<file path="src/rtl/mul_iter.sv">
// Iterative radix-2 shift-add multiplier, WIDTH x WIDTH -> 2*WIDTH product.
// Latency: WIDTH cycles from the accepting edge to the done pulse; one result per WIDTH+1 cycles back-to-back.
// Backpressure: none; start is only accepted in IDLE/DONE and is ignored while busy.
//
// Ports:
//   clk, rst_n   sole clock, synchronous active-low reset
//   start        request pulse; A, B and sign are sampled on the accepting edge
//   A, B         multiplicand / multiplier (WIDTH bits)
//   sign         1 = two's-complement operands, 0 = unsigned
//   busy         high while iterating (RUN)
//   done         one-cycle pulse in DONE; C is valid with it
//   C            2*WIDTH-bit product, held until the next completion
//
// Build option: define MUL_ITER_SIGNED_EN to honour the sign port. Without it
// every operation is unsigned and no sign-correction logic is built.

module mul_iter #(
    parameter int WIDTH = 32
) (
    input  logic                 clk,
    input  logic                 rst_n,
    input  logic                 start,
    input  logic [WIDTH-1:0]     A,
    input  logic [WIDTH-1:0]     B,
    input  logic                 sign,
    output logic                 busy,
    output logic                 done,
    output logic [2*WIDTH-1:0]   C
);

    localparam int CNT_W = $clog2(WIDTH + 1);

    typedef enum logic [1:0] {
        IDLE = 2'd0,
        RUN  = 2'd1,
        DONE = 2'd2
    } state_t;

    state_t               state_q;
    state_t               state_d;
    logic [CNT_W-1:0]     cnt_q;
    logic [WIDTH:0]       mcand_q;   // multiplicand magnitude (WIDTH+1 bits)
    // acc_q[2W:W] is the running partial sum, acc_q[W-1:0] holds the
    // not-yet-consumed multiplier bits; both shift right together each step.
    logic [2*WIDTH:0]     acc_q;

    logic                 accept;
    logic                 last_step;
    logic [WIDTH:0]       a_mag;
    logic [WIDTH-1:0]     b_mag;
    logic [WIDTH+1:0]     sum;
    logic [2*WIDTH:0]     acc_step;
    logic [2*WIDTH-1:0]   prod;
    logic [2*WIDTH-1:0]   c_next;

    assign accept    = start && (state_q != RUN);
    assign last_step = (state_q == RUN) && (cnt_q == CNT_W'(1));

`ifdef MUL_ITER_SIGNED_EN
    logic a_neg;
    logic b_neg;
    logic neg_q;

    assign a_neg = sign & A[WIDTH-1];
    assign b_neg = sign & B[WIDTH-1];
    // Sign-extend before negating so the most-negative value yields a
    // correct positive magnitude of 2^(WIDTH-1).
    assign a_mag = a_neg ? -{A[WIDTH-1], A} : {1'b0, A};
    // In WIDTH bits, -(most-negative) wraps to 2^(WIDTH-1) read as unsigned,
    // which is exactly the magnitude we want.
    assign b_mag = b_neg ? -B : B;
`else
    logic unused_sign;

    assign unused_sign = sign;
    assign a_mag       = {1'b0, A};
    assign b_mag       = B;
`endif

    // One shift-add step: add the multiplicand if the current multiplier LSB
    // is set, then shift the whole accumulator right by one.
    assign sum      = {1'b0, acc_q[2*WIDTH:WIDTH]}
                    + (acc_q[0] ? {1'b0, mcand_q} : {(WIDTH+2){1'b0}});
    assign acc_step = {sum, acc_q[WIDTH-1:1]};
    // The magnitude product always fits in 2*WIDTH bits, so the top bit is zero.
    assign prod     = acc_step[2*WIDTH-1:0];

`ifdef MUL_ITER_SIGNED_EN
    assign c_next = neg_q ? -prod : prod;
`else
    assign c_next = prod;
`endif

    // FSM state register
    always_ff @(posedge clk) begin
        if (!rst_n) begin
            state_q <= IDLE;
        end else begin
            state_q <= state_d;
        end
    end

    // FSM next-state and outputs
    always_comb begin
        state_d = state_q;
        busy    = 1'b0;
        done    = 1'b0;
        case (state_q)
            IDLE: begin
                state_d = start ? RUN : IDLE;
            end
            RUN: begin
                busy = 1'b1;
                if (cnt_q == CNT_W'(1)) begin
                    state_d = DONE;
                end
            end
            DONE: begin
                done    = 1'b1;
                state_d = start ? RUN : IDLE;
            end
            default: begin
                state_d = IDLE;
            end
        endcase
    end

    // Datapath
    always_ff @(posedge clk) begin
        if (!rst_n) begin
            cnt_q   <= '0;
            mcand_q <= '0;
            acc_q   <= '0;
            C       <= '0;
`ifdef MUL_ITER_SIGNED_EN
            neg_q   <= 1'b0;
`endif
        end else if (accept) begin
            cnt_q   <= CNT_W'(WIDTH);
            mcand_q <= a_mag;
            acc_q   <= {{(WIDTH+1){1'b0}}, b_mag};
`ifdef MUL_ITER_SIGNED_EN
            neg_q   <= a_neg ^ b_neg;
`endif
        end else if (state_q == RUN) begin
            cnt_q <= cnt_q - CNT_W'(1);
            acc_q <= acc_step;
            if (last_step) begin
                C <= c_next;
            end
        end
    end

endmodule

</file>
<file path="config.mk">
export PLATFORM = sky130hd
export DESIGN_NAME = mul_iter
export DESIGN_NICKNAME = d
export VERILOG_FILES = /design/src/rtl/mul_iter.sv
export SDC_FILE = /design/constraint.sdc
export NUM_CORES = 1
export LEC_CHECK = 0
export ABC_CLOCK_PERIOD_IN_PS = 7840
export BUFFER_PORTS_ARGS = -buffer_cell sky130_fd_sc_hd__buf_4
export CORE_MARGIN = 2
export CORE_UTILIZATION = 30
export CTS_BUF_LIST = sky130_fd_sc_hd__clkbuf_4 sky130_fd_sc_hd__clkbuf_8
export DETAILED_ROUTE_END_ITERATION = 10
export MAX_ROUTING_LAYER = met4
export PLACE_DENSITY = 0.5
export SLEW_MARGIN = 10
export SYNTH_ARGS = -nofsm -noshare
export SYNTH_HDL_FRONTEND = slang
export SYNTH_SLANG_ARGS = --single-unit
</file>
<file path="constraint.sdc">
create_clock -name clk -period 7.84 [get_ports clk]
set_input_delay 0.784 -clock clk [delete_from_list [all_inputs] [get_ports clk]]
set_output_delay 0.784 -clock clk [all_outputs]
set_load 0.02 [all_outputs]
</file>
==> run metrics, run 1 <==
Hold EP=mcand_q[4]$_SDFFE_PN0P_; vias per inst=4.89; number of flops mapped to enable cells by yosys=0; Simple-Gate Fraction of Synth Area=0.225; largest family of logic cells by synthesized area=simple AND/OR/NAND/NOR gates; unrepaired setup endpoints after global routing=no; Pins Over Slew Limit=0; TritonCTS clock tree=built; mean post-synth cell area=7.95 sq um; Core Rows=61; Max Cap Viol=0; Final GP Congestion=0.883; Layout area overhead=19.6%; r2r startpoint=acc_q[0]$_SDFFE_PN0P_; Worst-Margin Slew=1.02 ns; H-tree Lvls=4; # fillers=2977; Core Box Area=27700 sq um; global route overflow=0; Worst-path clk slew=0.10 ns; largest net degree at the start of global routing=90; Synth Warn #=0; DRC Markers=0; critical path class=reg2reg; Synth Area in Compound Gates=0.209; drt first pass iters=4; Detailed Route WL=24700 um; post-route ant nets=0; #FFs+latches synth=169; setup ws final=4.25 ns; relative slew slack=0.323; Starting Density=0.304; TritonCTS Sinks=169; register area share after synthesis=0.402; clock latency on the worst-skew pair=0.49 ns; cts repair resizes=0; initial drt markers=519; Pwr Density=172 nW/um^2; worst hold path stage count=2; Peak Freq=279 MHz; area of the die=29400 sq um; Num CTS Buffers=17; final design utilization=0.363; gr usage total=0.174; WP data required=8.15 ns; Async SR Flop Fraction=0; Arr. time, crit path=3.90 ns; # Post-CTS Setup Buffers=0; R2R cell count=11; Root Buffer=clkbuf_8; total negative slack=0 ns; mux cell area share after synthesis=0.0437; post-route insts no fill=1538; run status=complete, no violations; CTS Hold Bufs=0; startpoint class of the critical path=flop; post-synthesis adder-cell area fraction=0.0529; Antenna Cells=0; cell area after synthesis=8420 sq um; Inst Count DP=1506; most frequent cells in the layout=226 x nand2_1, 169 x dfxtp_1, 141 x buf_4; Die Wd=172 um; I/O pin cnt=134; initial antenna violation count=0; Longest Clk Path Bufs=2; min Tclk post-route=3.59 ns; Wirelength per Cell=16.1 um; Post-Synth XOR/XNOR Area=0.0250; hold_ws=0.456 ns; count of different cell masters after synthesis=68; Critical path origin=acc_q[0]$_SDFFE_PN0P_; first-pass GRT wire length=38900 um; Synth Flop Type=dfxtp_1; hpwl dp=17000 um; crit end category=flop; final hold viol count=0; layout cells sized above 1=0.173; vias in the first global route=7135; Syn Nets=1162; Hold Startpoint=mcand_q[4]$_SDFFE_PN0P_; Setup Skew=0.0257 ns; Tcrit/Tclk final=0.458; # nets final=1250; worst reg2reg path endpoint=C[57]$_SDFFE_PN0P_; input/output buffers=132; FF-to-FF setup slack=4.25 ns; Die Height=172 um; # setup viols final=0; Hold Crit Class=reg2reg; post-place setup slack=4.24 ns; routed vias=7528; commonest non-fill, non-tap cell in the layout=nand2_1; Post-Synthesis Cells=1059; Peak VDD IR=0.000112 V; CP max FO=33; leakage power=4.08 nW
layer usage:
layer	GRT usage	part of all wire	up-vias
li1	-	-	3866
met4	0.0391	0.013	0
met3	0.0283	0.034	27
met5	-	0	-
met1	0.238	0.50	3495
met2	0.269	0.45	140
stage by stage:
step | total power, mW | cell area (sq um)
final | 1.73 | 10100
after global routing | 1.82 | 10100
after CTS | 1.76 | 10100
after detailed placement | 1.13 | 9680
after global placement | 1.13 | 9680
after floorplan | 1.06 | 8420
sequential cells by signal (all words and copies together), names as in the netlist:
signal / cells
acc_q: 65
C: 64
mcand_q: 32
cnt_q: 6
state_q: 2
cell usage after synthesis, types with 3 or more instances:
| library cell | n | area, sq um |
|---|---|---|
| o2111ai_1 | 3 | 26.3 |
| nand3_1 | 36 | 180 |
| and2_1 | 36 | 225 |
| nor2b_1 | 4 | 25.0 |
| a211o_1 | 3 | 26.3 |
| dfxtp_1 | 169 | 3380 |
| o21ai_0 | 18 | 90.1 |
| o21bai_1 | 3 | 22.5 |
| mux2i_1 | 33 | 330 |
| inv_1 | 17 | 63.8 |
| o211ai_1 | 6 | 45.0 |
| xor2_1 | 15 | 131 |
| nand2_1 | 227 | 852 |
| o311ai_1 | 4 | 35.0 |
| o21ai_1 | 16 | 80.1 |
| or3_1 | 3 | 18.8 |
| nor3_1 | 17 | 85.1 |
| a211oi_1 | 40 | 300 |
| a21oi_1 | 128 | 641 |
| clkbuf_1 | 55 | 206 |
| o21a_1 | 5 | 37.5 |
| xnor2_1 | 9 | 78.8 |
| buf_2 | 7 | 35.0 |
| a21boi_1 | 3 | 22.5 |
| ha_1 | 34 | 425 |
| a31oi_1 | 9 | 56.3 |
| nand2b_1 | 5 | 31.3 |
| buf_1 | 9 | 33.8 |
| nand4_1 | 11 | 68.8 |
| o22ai_1 | 4 | 25.0 |
| nor2_1 | 71 | 267 |
| and3_1 | 7 | 43.8 |
| a21o_1 | 5 | 37.5 |
| nand3b_1 | 4 | 30.0 |
critical path, stage by stage (launching register included):
cell and delay, ns:
dfxtp_1 0.99, and2_1 0.23, ha_1 0.16, inv_1 0.05, fa_1 0.39, nand2b_1 0.22, a21oi_4 0.23, o21ai_4 0.12
o311ai_2 0.48, o221ai_2 0.15, xor2_1 0.30, a211oi_2 0.11
cells by family after synthesis:
group,Yosys count
flip-flops,169
AND/OR/NAND/NOR,429
XOR/XNOR,24
multiplexers,36
buffers and inverters,91
AO/OA/AOI/OAI,275
adder cells (fa/ha/maj),35
cell type report:
cell class                 count  area, sq um  share of cell area
multi-input combinational    799         4690               0.466
sequential                   169         3380               0.336
timing repair buffer         141         1060               0.105
tap                          378          473              0.0470
clock buffer                  17          234              0.0232
clock inverter                15          153              0.0152
inverter                      19         73.8             0.00733
where the power goes:
part	leakage (nW)	switching (mW)	internal, mW
registers	1.38	0.0256	0.893
clock network	0.187	0.387	0.238
logic	2.51	0.117	0.0742
worst max path at each step:
stage | end | slack (ns) | depth (start not counted)
2_1_floorplan | acc_q[61]$_SDFFE_PP0P_ | 5.28 | 10
3_3_place_gp | C[57]$_SDFFE_PN0P_ | 4.19 | 11
3_5_place_dp | C[57]$_SDFFE_PN0P_ | 4.24 | 11
4_1_cts | C[57]$_SDFFE_PN0P_ | 4.21 | 11
5_1_grt | C[57]$_SDFFE_PN0P_ | 4.00 | 11
6_report | C[57]$_SDFFE_PN0P_ | 4.25 | 11
No activity file was read; power rests on OpenSTA's default activity.
==> run 2, diff against run 1 <==
ABC_AREA = 1   (was unset)
ABC_CLOCK_PERIOD_IN_PS = 3500   (was 7840)
PLACE_DENSITY = 0.49   (was 0.5)
clock period = 3.5 ns   (was 7.84 ns; I/O delays follow)
==> run 2 against run 1 <==
  * Final cell count up 28%
  * Global-route usage is 0.13 points higher
  * Sequential power up 120%
  * Combinational power grew to 3.0 times the previous value
  * Fmax up 41%
  * Critical path depth down 3
  * Sequential cell count stayed put
  * Sequential share of layout area fell by 3.1 points
  * Register-to-register slack got worse by 3.3 ns
  * Count of clock-buffer cells in the layout increased by 2
  * Utilization down 0.14 points
  * Non-clock buffer count is 1 higher
==> run metrics, run 2 <==
# Post-CTS Setup Buffers=0 (unchanged); r2r startpoint=cnt_q[1]$_SDFFE_PP0P_; Worst-Margin Slew=0.991 ns (-0.0240 ns); Async SR Flop Fraction=0 (unchanged); most frequent cells in the layout=383 x nand2_1, 295 x inv_1, 217 x nor2_1; worst hold path stage count=3 (+1); WP data required=3.85 ns (-4.30 ns); initial drt markers=373 (-28%); Pins Over Slew Limit=0 (unchanged); routed vias=8753 (+16%); leakage power=6.15 nW (+51%); synth cell count leaders=383 x nand2_1, 295 x inv_1, 217 x nor2_1; Core Box Area=30700 sq um (+11%); Layout area overhead=18.7%; Longest Clk Path Bufs=2 (unchanged); first-pass GRT wire length=44800 um (+15%); # fillers=3427 (+15%); Core Rows=64 (+4.9%); startpoint class of the critical path=flop; drt first pass iters=5 (+1); DRC Markers=0 (unchanged); Syn Nets=1565 (+35%); commonest non-fill, non-tap cell in the layout=nand2_1; hold_ws=0.0753 ns (-0.381 ns); cts repair resizes=0 (unchanged); initial antenna violation count=1 (+1); largest net degree at the start of global routing=94 (+4.4%); R2R cell count=8 (-3); Synth Warn #=0 (unchanged); design area=11100 sq um (+10%); Synth Flop Type=dfxtp_1; critical path class=reg2reg; Arr. time, crit path=2.90 ns (-1.00 ns); cell area after synthesis=9350 sq um (+11%); clock latency on the worst-skew pair=0.50 ns (about the same); CTS Hold Bufs=0 (unchanged); max reg flops=65 (unchanged); Hold Crit Class=in2reg; Peak Freq=392 MHz (+41%); Peak VDD IR=0.000234 V (+110%); TritonCTS clock tree=built; register area share after synthesis=0.362 (-0.0401); Tcrit/Tclk final=0.729 (+0.271); global route overflow=0 (unchanged); run status=complete, no violations; vias in the first global route=8790 (+23%); H-tree Lvls=4 (unchanged); top cells by area, synth=dfxtp_1 36%, nand2_1 15%, inv_1 12%; input/output buffers=132 (unchanged); Total Power=4.27 mW (+150%); # nets final=1669 (+34%); gr usage total=0.175 (+0.00128); Pwr Density=385 nW/um^2 (+120%); I/O pin cnt=134 (unchanged); final hold viol count=0 (unchanged); Starting Density=0.305 (+0.00107); hpwl dp=19300 um (+14%); min Tclk post-route=2.55 ns (-1.04 ns); mean post-synth cell area=6.40 sq um (-20%); Die Wd=181 um (+5.3%); layout cells sized above 1=0.137 (-0.0358); total negative slack=0 ns (unchanged); Yosys top cell area share=0.362 (-0.0401); Die Height=181 um (+5.3%); Critical path origin=cnt_q[1]$_SDFFE_PP0P_; Max Cap Viol=0 (unchanged); Post-Synthesis Cells=1462 (+38%); vias per inst=4.43 (-9.5%); CP max FO=43 (+30%); Largest Register=acc_q; count of different cell masters after synthesis=33 (-51%); worst reg2reg path endpoint=C[27]$_SDFFE_PN0P_; TritonCTS Sinks=169 (unchanged); post-place setup slack=0.919 ns (-3.32 ns); post-synth top area cell=dfxtp_1; Detailed Route WL=27000 um (+9.4%); area of the die=32600 sq um (+11%); Final GP Congestion=0.878 (-0.55%); Hold EP=mcand_q[31]$_SDFFE_PN0P_; Setup Skew=0.0267 ns (+0.000985 ns); relative slew slack=0.339 (+0.0160); setup ws final=0.948 ns (-3.30 ns); FF-to-FF setup slack=0.95 ns (-3.30 ns); placed cell area=10700 sq um (+10%); largest registers=acc_q: 65 flops, C: 64 flops, mcand_q: 32 flops; Num CTS Buffers=17 (unchanged); unrepaired setup endpoints after global routing=no; post-route ant nets=0 (unchanged); number of flops mapped to enable cells by yosys=0 (unchanged); Wirelength per Cell=13.7 um (-15%); cell with the most instances after synthesis=nand2_1; # setup viols final=0 (unchanged); Hold Startpoint=A[31]; #FFs+latches synth=169 (unchanged); Root Buffer=clkbuf_8; crit end category=flop; Worst-path clk slew=0.11 ns (about the same)
[run 2: metrics by stage]
| step | std cells | util |
|---|---|---|
| floorplan | 1462 | - |
| global placement | 1943 | 0.347 |
| detailed placement | 1943 | 0.347 |
| CTS | 1975 | 0.362 |
| global route | 1976 | 0.362 |
| finish | 1976 | 0.362 |
[run 2: area by class of cell]
cell class              count  area [sq um]  share of cell area
well taps                 396           495              0.0446
diodes                      1          2.50            0.000225
clock buffers              19           249              0.0224
inverters                 302          1130               0.102
multi-input cells         934          4570               0.412
repair buffers            142          1070              0.0960
clock inverters            13           201              0.0181
flip-flops and latches    169          3380               0.305
[run 2: worst max path at each step]
stage / endpoint / depth (start not counted) / slack (ns)
after floorplan: acc_q[55]$_SDFFE_PP0P_ / 19 / 1.06
after global placement: C[27]$_SDFFE_PN0P_ / 8 / 0.95
after detailed placement: C[26]$_SDFFE_PN0P_ / 8 / 0.92
after CTS: C[27]$_SDFFE_PN0P_ / 8 / 0.88
after global routing: C[27]$_SDFFE_PN0P_ / 8 / 0.67
final: C[27]$_SDFFE_PN0P_ / 8 / 0.95
[run 2: where the power goes]
part / leakage, nW / internal, mW / switching, mW
Sequential: 1.38 / 2.02 / 0.0434
Clock: 0.229 / 0.815 / 0.816
Combinational: 4.54 / 0.210 / 0.370
[run 2: layer usage]
metal  global-route usage  up-vias  wire (um)
li1                     -     4667          -
met1                0.209     3908      12600
met2                0.285      148      12300
met3               0.0525       30       1550
met4               0.0523        0        564
met5                    -        -          0
[run 2: critical path, stage by stage (launching register included)]
cell	delay [ns]
dfxtp_1	0.35
inv_1	0.07
ha_1	0.17
nand3_1	0.15
nor2_4	0.05
inv_2	0.67
nor2_4	0.03
inv_2	0.70
o21ai_0	0.16
[run 2: cell families (layout without fill, tap and decap cells)]
kind of cell               count (synthesis)  in the layout  synth area share
buffers and inverters                    359            476             0.149
and+or+nand+nor                          716            716             0.309
AOI/OAI and AO/OA                        167            167             0.118
other                                      0              1                 0
xor gates and xnor gates                  16             16            0.0150
DFF                                      169            169             0.362
adders and majority gates                 35             35            0.0476
==> run 3, diff against run 2 <==
ABC_CLOCK_PERIOD_IN_PS = 2400   (was 3500)
clock period = 2.4 ns   (was 3.5 ns; I/O delays follow)
==> run 3 against run 2 <==
  * Register-to-register slack lost 0.78 ns
  * Critical path depth is 8 higher
  * Worst hold slack worse by 0.025 ns
  * Fmax up 15%
  * Highest routed layer unchanged
  * Count of clock-buffer cells in the layout down 1
  * Sequential cell count stayed put
  * Combinational power up 64%
  * Utilization rose by 2.6 points
==> run metrics, run 3 (synthesized netlist as in run 2, its figures left out) <==
Arr. time, crit path=2.62 ns (-0.28 ns); input/output buffers=132 (unchanged); TritonCTS Sinks=169 (unchanged); min Tclk post-route=2.23 ns (-0.324 ns); gr usage total=0.175 (-0.000229); WP data required=2.79 ns (-1.06 ns); H-tree Lvls=4 (unchanged); leakage power=6.48 nW (+5.4%); clock latency on the worst-skew pair=0.50 ns (about the same); Detailed Route WL=27300 um (+0.83%); # setup viols final=0 (unchanged); Tcrit/Tclk final=0.928 (+0.199); Worst-path clk slew=0.10 ns (about the same); vias in the first global route=8802 (+0.14%); commonest non-fill, non-tap cell in the layout=nand2_1; sw frac=0.310 (+0.0220); most frequent cells in the layout=376 x nand2_1, 295 x inv_1, 211 x nor2_1; Die Wd=181 um (unchanged); max reg flops=65 (unchanged); post-route ant nets=0 (unchanged); Max Cap Viol=0 (unchanged); largest net degree at the start of global routing=105 (+12%); initial antenna violation count=0 (-1); run status=complete, no violations; final hold viol count=0 (unchanged); Hold Crit Class=in2reg; unrepaired setup endpoints after global routing=yes; worst hold path stage count=5 (+2); Pwr Density=501 nW/um^2 (+30%); Peak Freq=449 MHz (+15%); FF-to-FF setup slack=0.17 ns (-0.78 ns); hpwl dp=19600 um (+1.3%); Longest Clk Path Bufs=2 (unchanged); Setup Skew=0.0226 ns (-0.00411 ns); drt first pass iters=4 (-1); critical path class=reg2reg; Starting Density=0.305 (unchanged); Core Rows=64 (unchanged); largest registers=acc_q: 65 flops, C: 64 flops, mcand_q: 32 flops; # nets final=1745 (+4.6%); DRC Markers=0 (unchanged); Largest Register=acc_q; Num CTS Buffers=17 (unchanged); crit end category=flop; I/O pin cnt=134 (unchanged); area of the die=32600 sq um (unchanged); sequential cell fraction of total power=0.504 (+0.022); Layout area overhead=27.2%; layout cells sized above 1=0.164 (+0.0269); share of total power in combinational logic=0.159 (+0.023); Root Buffer=clkbuf_8; global route overflow=0 (unchanged); Wirelength per Cell=13.3 um (-2.9%); post-route insts no fill=2051 (+3.8%); P_int=4.12 mW (+35%); Clock power frac=0.336 (-0.046); Inst Count DP=1966 (+1.2%); relative slew slack=0.368 (+0.0290); Peak VDD IR=0.000329 V (+41%); Antenna Cells=0 (-1); R2R cell count=16 (+8); Worst-Margin Slew=0.946 ns (-0.0449 ns); Pins Over Slew Limit=0 (unchanged); Core Box Area=30700 sq um (unchanged); Final GP Congestion=0.887 (+0.99%); startpoint class of the critical path=flop; total negative slack=0 ns (unchanged); routed vias=9013 (+3.0%); first-pass GRT wire length=44600 um (-0.25%); vias per inst=4.39 (-0.79%); CP max FO=19 (-56%); Die Height=181 um (unchanged); P_sw=1.85 mW (+50%); TritonCTS clock tree=built; initial drt markers=398 (+6.7%)
## run 3: layout make-up
class	instances	area [sq um]
clock inverter	14	128
inverter	302	1130
multi-input combinational	934	4700
timing repair buffer	218	1810
fill	3345	18800
clock buffer	18	248
tap	396	495
sequential	169	3390
## run 3: path summary, 6_finish.rpt
path / end / from
worst max-delay path: C[52]$_SDFFE_PN0P_ / acc_q[0]$_SDFFE_PN0P_
worst min-delay path: acc_q[5]$_SDFFE_PN0P_ / B[5]
worst max register to register: C[52]$_SDFFE_PN0P_ / acc_q[0]$_SDFFE_PN0P_
worst min register to register: acc_q[32]$_SDFFE_PP0P_ / acc_q[32]$_SDFFE_PP0P_
## run 3: routing by layer
metal	global-route usage	vias to the layer above	wire length, um
met5	-	-	0
met2	0.291	143	12800
met3	0.0432	15	1310
met4	0.0377	0	216
li1	-	4820	-
met1	0.215	4035	12900
## run 3: power by group through the flow
stage | logic [mW] | registers, mW | clock network [mW]
5_1_grt | 1.08 | 3.03 | 2.19
6_report | 0.951 | 3.01 | 2.01
2_1_floorplan | 0.569 | 3.07 | 0
3_3_place_gp | 0.872 | 3.07 | 0
3_5_place_dp | 0.880 | 3.07 | 0
4_1_cts | 0.956 | 3.01 | 2.10
## run 3: critical path, cell delays in order, from the launching register on
cell	delay, ns
dfxtp_4	0.37
buf_8	0.16
nand2_1	0.08
inv_1	0.04
ha_1	0.34
nand2_1	0.15
inv_1	0.07
nand2_1	0.10
inv_1	0.07
a21oi_1	0.17
nand2_2	0.12
nand2_1	0.14
nand2_1	0.07
nand2_1	0.08
nand3_1	0.07
nand2_1	0.09
inv_1	0.03
## run 3: repair_timing
action / CTS / global route
setup buffers: 0 / 0
resized for setup: 2 / 35
hold endpoints to repair: 53 / 0
hold buffers: 53 / 0
endpoints found under the setup margin: 1 / 40
## run 3: metrics by stage
stage / setup WS [ns] / instance area, sq um / total power, mW / utilization / hold WS (ns)
6_report: 0.172 / 11900 / 5.97 / 0.388 / 0.0506
5_1_grt: -0.0206 / 11900 / 6.30 / 0.388 / 0.0230
4_1_cts: 0.0556 / 11800 / 6.07 / 0.383 / 0.000309
3_5_place_dp: 0.0105 / 10800 / 3.95 / 0.354 / 0.469
3_3_place_gp: 0.0391 / 10800 / 3.95 / 0.354 / 0.459
2_1_floorplan: 0.0564 / 9350 / 3.64 / - / 0.375
